`config.mk`:
```
export PLATFORM = sky130hd
export DESIGN_NAME = sync_fifo_param
export DESIGN_NICKNAME = d
export VERILOG_FILES = /design/src/rtl/fifo_pkg.sv /design/src/rtl/fifo_mem.sv /design/src/rtl/sync_fifo_param.sv
export SDC_FILE = /design/constraint.sdc
export NUM_CORES = 1
export LEC_CHECK = 0
export BUFFER_PORTS_ARGS = -buffer_cell sky130_fd_sc_hd__buf_2
export CAP_MARGIN = 5
export CELL_PAD_IN_SITES_DETAIL_PLACEMENT = 1
export CELL_PAD_IN_SITES_GLOBAL_PLACEMENT = 1
export CORE_AREA = 2 2 82 162
export CTS_CLUSTER_DIAMETER = 200
export CTS_CLUSTER_SIZE = 10
export DETAILED_ROUTE_END_ITERATION = 10
export DIE_AREA = 0 0 84 164
export GPL_ROUTABILITY_DRIVEN = 0
export PLACE_DENSITY = 0.52
export REMOVE_ABC_BUFFERS = 1
export SLEW_MARGIN = 20
export SYNTH_ARGS = -nofsm -noshare
export SYNTH_HDL_FRONTEND = slang
export SYNTH_SLANG_ARGS = --single-unit
```
`constraint.sdc`:
```
create_clock -name clk -period 2.8 [get_ports clk]
set_clock_uncertainty 0.1 [all_clocks]
set_input_delay 0.7 -clock clk [delete_from_list [all_inputs] [get_ports clk]]
set_output_delay 0.7 -clock clk [all_outputs]
set_load 0.005 [all_outputs]
```
`src/rtl/fifo_pkg.sv`:
```
// Shared constants for the synchronous FIFO slice.
//   DEF_DATA_W / DEF_DEPTH : default payload width and entry count
//   cnt_width()            : width of an occupancy counter able to hold 0..depth
package fifo_pkg;

  localparam int DEF_DATA_W = 4;
  localparam int DEF_DEPTH  = 16;

  // One extra bit over the address width so that "completely full" (== depth)
  // is representable.
  function automatic int cnt_width(input int depth);
    return $clog2(depth) + 1;
  endfunction

endpackage

```
`src/rtl/fifo_mem.sv`:
```
// Storage array for sync_fifo_param: one synchronous write port and one
// asynchronous read port. Contents are deliberately not reset.
//   clk     : write clock
//   i_we    : write enable
//   i_waddr : write address
//   i_wdata : write payload
//   i_raddr : read address
//   o_rdata : read payload (combinational from i_raddr)
module fifo_mem #(
  parameter int DATA_W = 4,
  parameter int DEPTH  = 16,
  parameter int AW     = $clog2(DEPTH)
) (
  input  logic              clk,
  input  logic              i_we,
  input  logic [AW-1:0]     i_waddr,
  input  logic [DATA_W-1:0] i_wdata,
  input  logic [AW-1:0]     i_raddr,
  output logic [DATA_W-1:0] o_rdata
);

  logic [DATA_W-1:0] r_mem [DEPTH];

  always_ff @(posedge clk) begin
    if (i_we) r_mem[i_waddr] <= i_wdata;
  end

  assign o_rdata = r_mem[i_raddr];

endmodule

```
`src/rtl/sync_fifo_param.sv`:
```
// Single-clock FIFO with occupancy count, almost-full/almost-empty thresholds,
// sticky overflow/underflow flags and a selectable read mode (registered or
// first-word-fall-through).
//   clk          : clock, all state updates on its rising edge
//   rstN         : asynchronous active-low reset
//   write_en     : write request        write_data : write payload
//   read_en      : read request         read_data  : read payload
//   clr_err      : synchronous clear of overflow/underflow
//   full, empty, almost_full, almost_empty : status decoded from the count
//   count        : occupancy 0..DEPTH
//   overflow, underflow : sticky error flags
module sync_fifo_param
  import fifo_pkg::*;
#(
  parameter int DATA_W   = DEF_DATA_W,
  parameter int DEPTH    = DEF_DEPTH,
  parameter int AF_LEVEL = DEPTH - 2,
  parameter int AE_LEVEL = 2,
  parameter int FWFT     = 0
) (
  input  logic                          clk,
  input  logic                          rstN,
  input  logic                          write_en,
  input  logic [DATA_W-1:0]             write_data,
  input  logic                          read_en,
  output logic [DATA_W-1:0]             read_data,
  input  logic                          clr_err,
  output logic                          full,
  output logic                          empty,
  output logic                          almost_full,
  output logic                          almost_empty,
  output logic [cnt_width(DEPTH)-1:0]   count,
  output logic                          overflow,
  output logic                          underflow
);

  localparam int AW = $clog2(DEPTH);
  localparam int CW = cnt_width(DEPTH);

  localparam logic [CW-1:0] C_DEPTH = CW'(DEPTH);
  localparam logic [CW-1:0] C_AF    = CW'(AF_LEVEL);
  localparam logic [CW-1:0] C_AE    = CW'(AE_LEVEL);

  logic [AW-1:0]     r_wptr;
  logic [AW-1:0]     r_rptr;
  logic [CW-1:0]     r_count;
  logic              r_ovf;
  logic              r_unf;

  logic              w_full;
  logic              w_empty;
  logic              w_wr_ok;
  logic              w_rd_ok;
  logic              w_bypass;
  logic              w_mem_we;
  logic              w_ovf_ev;
  logic              w_unf_ev;
  logic [DATA_W-1:0] w_mem_rdata;

  // Status is decoded only from the count register, so no input reaches a flag.
  assign w_full  = (r_count == C_DEPTH);
  assign w_empty = (r_count == '0);

  assign w_wr_ok  = write_en && (!w_full  || read_en);
  assign w_rd_ok  = read_en  && (!w_empty || write_en);
  // Read and write on an empty FIFO: the word passes straight through and
  // never touches the array, so neither pointer moves.
  assign w_bypass = w_rd_ok && w_empty;
  assign w_mem_we = w_wr_ok && !w_bypass;

  assign w_ovf_ev = write_en && w_full  && !read_en;
  assign w_unf_ev = read_en  && w_empty && !write_en;

  fifo_mem #(
    .DATA_W (DATA_W),
    .DEPTH  (DEPTH),
    .AW     (AW)
  ) u_mem (
    .clk     (clk),
    .i_we    (w_mem_we),
    .i_waddr (r_wptr),
    .i_wdata (write_data),
    .i_raddr (r_rptr),
    .o_rdata (w_mem_rdata)
  );

  // Pointers wrap naturally because DEPTH is a power of two.
  always_ff @(posedge clk or negedge rstN) begin
    if (!rstN) begin
      r_wptr  <= '0;
      r_rptr  <= '0;
      r_count <= '0;
    end else begin
      if (w_mem_we)              r_wptr <= r_wptr + 1'b1;
      if (w_rd_ok && !w_bypass)  r_rptr <= r_rptr + 1'b1;
      if (w_wr_ok && !w_rd_ok)      r_count <= r_count + 1'b1;
      else if (w_rd_ok && !w_wr_ok) r_count <= r_count - 1'b1;
    end
  end

  // A new error in the same cycle as clr_err wins, so no event is lost.
  always_ff @(posedge clk or negedge rstN) begin
    if (!rstN) begin
      r_ovf <= 1'b0;
      r_unf <= 1'b0;
    end else begin
      if (w_ovf_ev)     r_ovf <= 1'b1;
      else if (clr_err) r_ovf <= 1'b0;
      if (w_unf_ev)     r_unf <= 1'b1;
      else if (clr_err) r_unf <= 1'b0;
    end
  end

  generate
    if (FWFT != 0) begin : g_fwft
      // Head entry is visible before the pop; when empty the incoming word
      // is shown so a same-cycle read sees it.
      assign read_data = w_empty ? write_data : w_mem_rdata;
    end else begin : g_reg
      logic [DATA_W-1:0] r_rd_data;
      always_ff @(posedge clk or negedge rstN) begin
        if (!rstN)        r_rd_data <= '0;
        else if (w_rd_ok) r_rd_data <= w_empty ? write_data : w_mem_rdata;
      end
      assign read_data = r_rd_data;
    end
  endgenerate

  assign full         = w_full;
  assign empty        = w_empty;
  assign almost_full  = (r_count >= C_AF);
  assign almost_empty = (r_count <= C_AE);
  assign count        = r_count;
  assign overflow     = r_ovf;
  assign underflow    = r_unf;

endmodule

```
==> run summary <==
The run finished with clean final reports. The minimum period implied by the final worst setup slack came out at around 2.6 ns. The cell count of the worst reg-to-reg path came out at 10. In this design, the stage delay of the slowest critical-path cell is 0.41 ns. Input and output buffers added on the ports amount to 23.

The number of antenna violations at the first check in global routing came out at 0. The mean cell area of the mapped netlist came out at roughly 15 µm². The average routed wire per standard cell came out at just under 20 µm.

The number of placement rows is 58. The fraction of post-synthesis cell area in the top cell type by area came out at 52.55%. For this design, the slowest cell found on the critical path is sky130_fd_sc_hd__or3_4. The synthesis-to-layout area growth came out at 19.74%. Yosys attributes the largest share of cell area to sky130_fd_sc_hd__edfxtp_1, sky130_fd_sc_hd__dfrtp_1, sky130_fd_sc_hd__mux4_2, sky130_fd_sc_hd__mux2i_1, sky130_fd_sc_hd__ha_1. The share of flip-flops with an asynchronous set or reset came out at 22.89%. The via count came out at between 2k and 2.5k. The via count of the first global-routing pass came out at 2407.

The total wire length is approximately 8.5 mm. The count of boundary I/O pins came out at 24. The synthesized instance count came out at 237.

The post-route worst hold slack is 0.2177 ns. The arrival time of data at the critical path endpoint came out at 2.80 ns. The number of clock sinks came out at 83. The cell area after synthesis came out at between 3000 and 4000 µm². The number of enable-type register cells in the synthesized netlist came out at 64. The worst slack at placement came out at -0.1431 ns. The top cell type by total area after synthesis is sky130_fd_sc_hd__edfxtp_1.

The worst path required time is around 3.0 ns. The tool flagged a number of max-cap violations equal to 0. The total iterations of the first detailed-routing run came out at 4. By count the netlist is led by sky130_fd_sc_hd__edfxtp_1, sky130_fd_sc_hd__dfrtp_1, sky130_fd_sc_hd__mux2i_1. Clock tree synthesis inserted a total of 9 buffers. Using the TritonRoute via totals, the vias-per-cell ratio works out to approximately 4.9. The top fanout value on the critical path is 4. STA classifies the critical path endpoint as a flop. The wire length of the first global-routing pass is 13.39 mm. The area of the core region came out at 12550 µm². The height of the chip came out at 164 µm. The starting density of the core is 29.13%.

Measured on the finished design, the core utilization comes to 34.88%. The final layout contains 298 nets. The top achievable clock speed is 378.4 MHz. The number of synthesis warnings is 0. The signal on the critical path passes through or3_4 -> o41a_4 -> inv_2 -> ha_4 -> inv_4 -> fa_2 -> a21o_1 -> a21oi_2 -> mux2i_1 -> xnor2_1. The total count of hold-check failures in the final report is 0. The worst register-to-register path ends at count[4]$_DFFE_PN0P_. The launch point of the worst reg-to-reg path is count[3]$_DFFE_PN0P_. The maximum number of pins on one net before global-route repair is 27. The total power after layout came out at approximately 4500 µW.

The overall routing resource usage is 13.42%. The total power per unit cell area came out at 1038 nW/µm². The flip-flop and latch count after synthesis is 83. The number of routed nets with antenna violations is 0. The critical path contains buffers and inverters numbering 2 combined.

The horizontal die dimension is 84 µm. The number of DRC markers after the initial detailed-route iteration is 72. The static leakage is 0.001633 µW. The most instantiated library cell after synthesis is sky130_fd_sc_hd__edfxtp_1. The overall die area came out at 13780 µm².

The H-tree depth came out at 3. The buffer cell driving the clock tree root is sky130_fd_sc_hd__clkbuf_16. The min-delay analysis places its worst path in the category input port to async pin. The clock edge transition at the registers on the reported setup and hold paths is around 0.060 ns. The worst reg-to-reg setup slack came out at around 0.16 ns. The maximum clock path buffer count came out at 2.

The final-report setup violation count came out at 0. The predominant post-synthesis flop cell is sky130_fd_sc_hd__edfxtp_1. The total congestion overflow is 0.

The number of distinct library cell variants in the gate-level netlist after synthesis is 43. Sequential cells were found to cover 65.55% of the synthesized design area. Setup repair after global routing left no endpoint under its margin. The setup path with the least slack is of type flop to flop.

After filler insertion, the fill cell instance count of the layout stands at 1323. The number of slew-limit violations in the final report is 0. TritonCTS built the clock tree. The worst setup path is launched from a flop. The actual transition at the worst max-transition pin came out at slightly above 0.7 ns. The HPWL reported at the end of detailed placement is roughly 6.4 mm.

In the finished design, the share of the clock period the worst path needs comes to 94.37%. The worst-case IR drop observed on VDD is 540.0 µV. The number of antenna diodes in the final layout is 0.

The residual DRC count came out at 0. In the final layout, the share of cells above drive strength 1 is 30.63%. The worst-case setup margin in the final layout is roughly 0.16 ns. Clock latency on the worst-skew pair, taken at its later pin, is 0.33 ns.

The worst slew margin relative to its limit is 51.76%. On the critical path the largest part of the delay comes from compound AO/OA/AOI/OAI gates.
==> state kept, by name, indices dropped and copies added (netlist names) <==
name	flops
u_mem.r_mem	64
read_data	4
r_rptr	4
overflow	1
count	5
r_wptr	4
underflow	1
==> worst max path at each step <==
stage	slack, ns	endpoint	depth (start not counted)	from
after floorplan	-0.03	count[4]$_DFFE_PN0P_	10	count[4]$_DFFE_PN0P_
after global placement	-0.12	count[4]$_DFFE_PN0P_	10	write_en
after detailed placement	-0.14	count[4]$_DFFE_PN0P_	10	write_en
after CTS	0.02	count[3]$_DFFE_PN0P_	11	count[4]$_DFFE_PN0P_
after global routing	0.04	count[4]$_DFFE_PN0P_	10	count[3]$_DFFE_PN0P_
final	0.16	count[4]$_DFFE_PN0P_	10	count[3]$_DFFE_PN0P_
==> placed cells by master, fill, tap and decap left out, types with 2 or more instances in the layout <==
cell and n:
sky130_fd_sc_hd__a21oi_2 2, sky130_fd_sc_hd__a221oi_1 4, sky130_fd_sc_hd__a2bb2oi_1 4, sky130_fd_sc_hd__a31oi_1 4, sky130_fd_sc_hd__and2_1 9, sky130_fd_sc_hd__buf_2 23
sky130_fd_sc_hd__buf_4 22, sky130_fd_sc_hd__clkbuf_16 9, sky130_fd_sc_hd__clkinv_2 3, sky130_fd_sc_hd__dfrtp_1 19, sky130_fd_sc_hd__edfxtp_1 64, sky130_fd_sc_hd__ha_1 8
sky130_fd_sc_hd__inv_1 9, sky130_fd_sc_hd__mux2i_1 17, sky130_fd_sc_hd__mux4_2 8, sky130_fd_sc_hd__nand2_1 10, sky130_fd_sc_hd__nand3_1 6, sky130_fd_sc_hd__nor2_1 8
sky130_fd_sc_hd__nor3b_2 2, sky130_fd_sc_hd__nor4_1 4, sky130_fd_sc_hd__o21ai_0 6, sky130_fd_sc_hd__o22ai_1 4, sky130_fd_sc_hd__xnor2_1 9, sky130_fd_sc_hd__xor2_1 2
==> what timing repair did <==
item | in CTS | in global routing
buffers inserted | 0 | 1
setup endpoints to repair | 2 | 2
resized for setup | 3 | 8
gates cloned | 0 | 0
hold buffers | 0 | 0
pin swaps | 0 | 7
endpoints found under the hold margin | 0 | 0
==> metal layers <==
layer | track usage [%] | wire length (µm) | up-vias
li1 | - | - | 986
met3 | 2.010 | 137 | 20
met2 | 26.84 | 5241 | 30
met1 | 12.29 | 2810 | 1071
met4 | 8.138 | 334 | 0
met5 | 0 | 0 | -
==> through the flow <==
stage	instance area, µm²	TNS [ns]	cells
2_1_floorplan	3576	-0.02904	223
3_3_place_gp	4036	-0.2287	417
3_5_place_dp	4036	-0.2847	417
4_1_cts	4344	0	433
5_1_grt	4379	0	434
6_report	4379	0	434
==> power breakdown <==
| group | switching [µW] | internal [µW] | leakage (µW) |
|---|---|---|---|
| Combinational | 851 | 778 | 0.000684 |
| Clock | 457 | 710 | 0.000145 |
| Sequential | 193 | 1550 | 0.000804 |
==> kinds of logic (layout without fill, tap and decap cells) <==
group | count (synthesis) | after routing | synth area share [%]
AO/OA/AOI/OAI | 35 | 35 | 7.287
XOR/XNOR | 11 | 11 | 2.634
adder cells (fa/ha/maj) | 10 | 10 | 3.626
buffers and inverters | 25 | 72 | 3.353
flip-flops | 83 | 83 | 65.55
multiplexers | 27 | 27 | 10.30
AND/OR/NAND/NOR | 46 | 46 | 7.253
==> worst reg2reg max path: stages (launching register included) <==
cell and delay (ns):
sky130_fd_sc_hd__dfrtp_1 0.38, sky130_fd_sc_hd__or3_4 0.41, sky130_fd_sc_hd__o41a_4 0.37, sky130_fd_sc_hd__inv_2 0.08, sky130_fd_sc_hd__ha_4 0.15, sky130_fd_sc_hd__inv_4 0.05
sky130_fd_sc_hd__fa_2 0.39, sky130_fd_sc_hd__a21o_1 0.18, sky130_fd_sc_hd__a21oi_2 0.13, sky130_fd_sc_hd__mux2i_1 0.22, sky130_fd_sc_hd__xnor2_1 0.13
==> area by class of cell <==
cell class / instances / area [µm²] / area share (%)
Sequential cell: 83 / 2397 / 54.74
Multi-Input combinational cell: 129 / 1175 / 26.83
Inverter: 11 / 43.79 / 1.000
Clock buffer: 11 / 242.7 / 5.543
Clock inverter: 5 / 52.55 / 1.200
Timing Repair Buffer: 45 / 280.3 / 6.400
Tap cell: 150 / 187.7 / 4.286
Note: power is estimated with default switching activity, not from simulation.
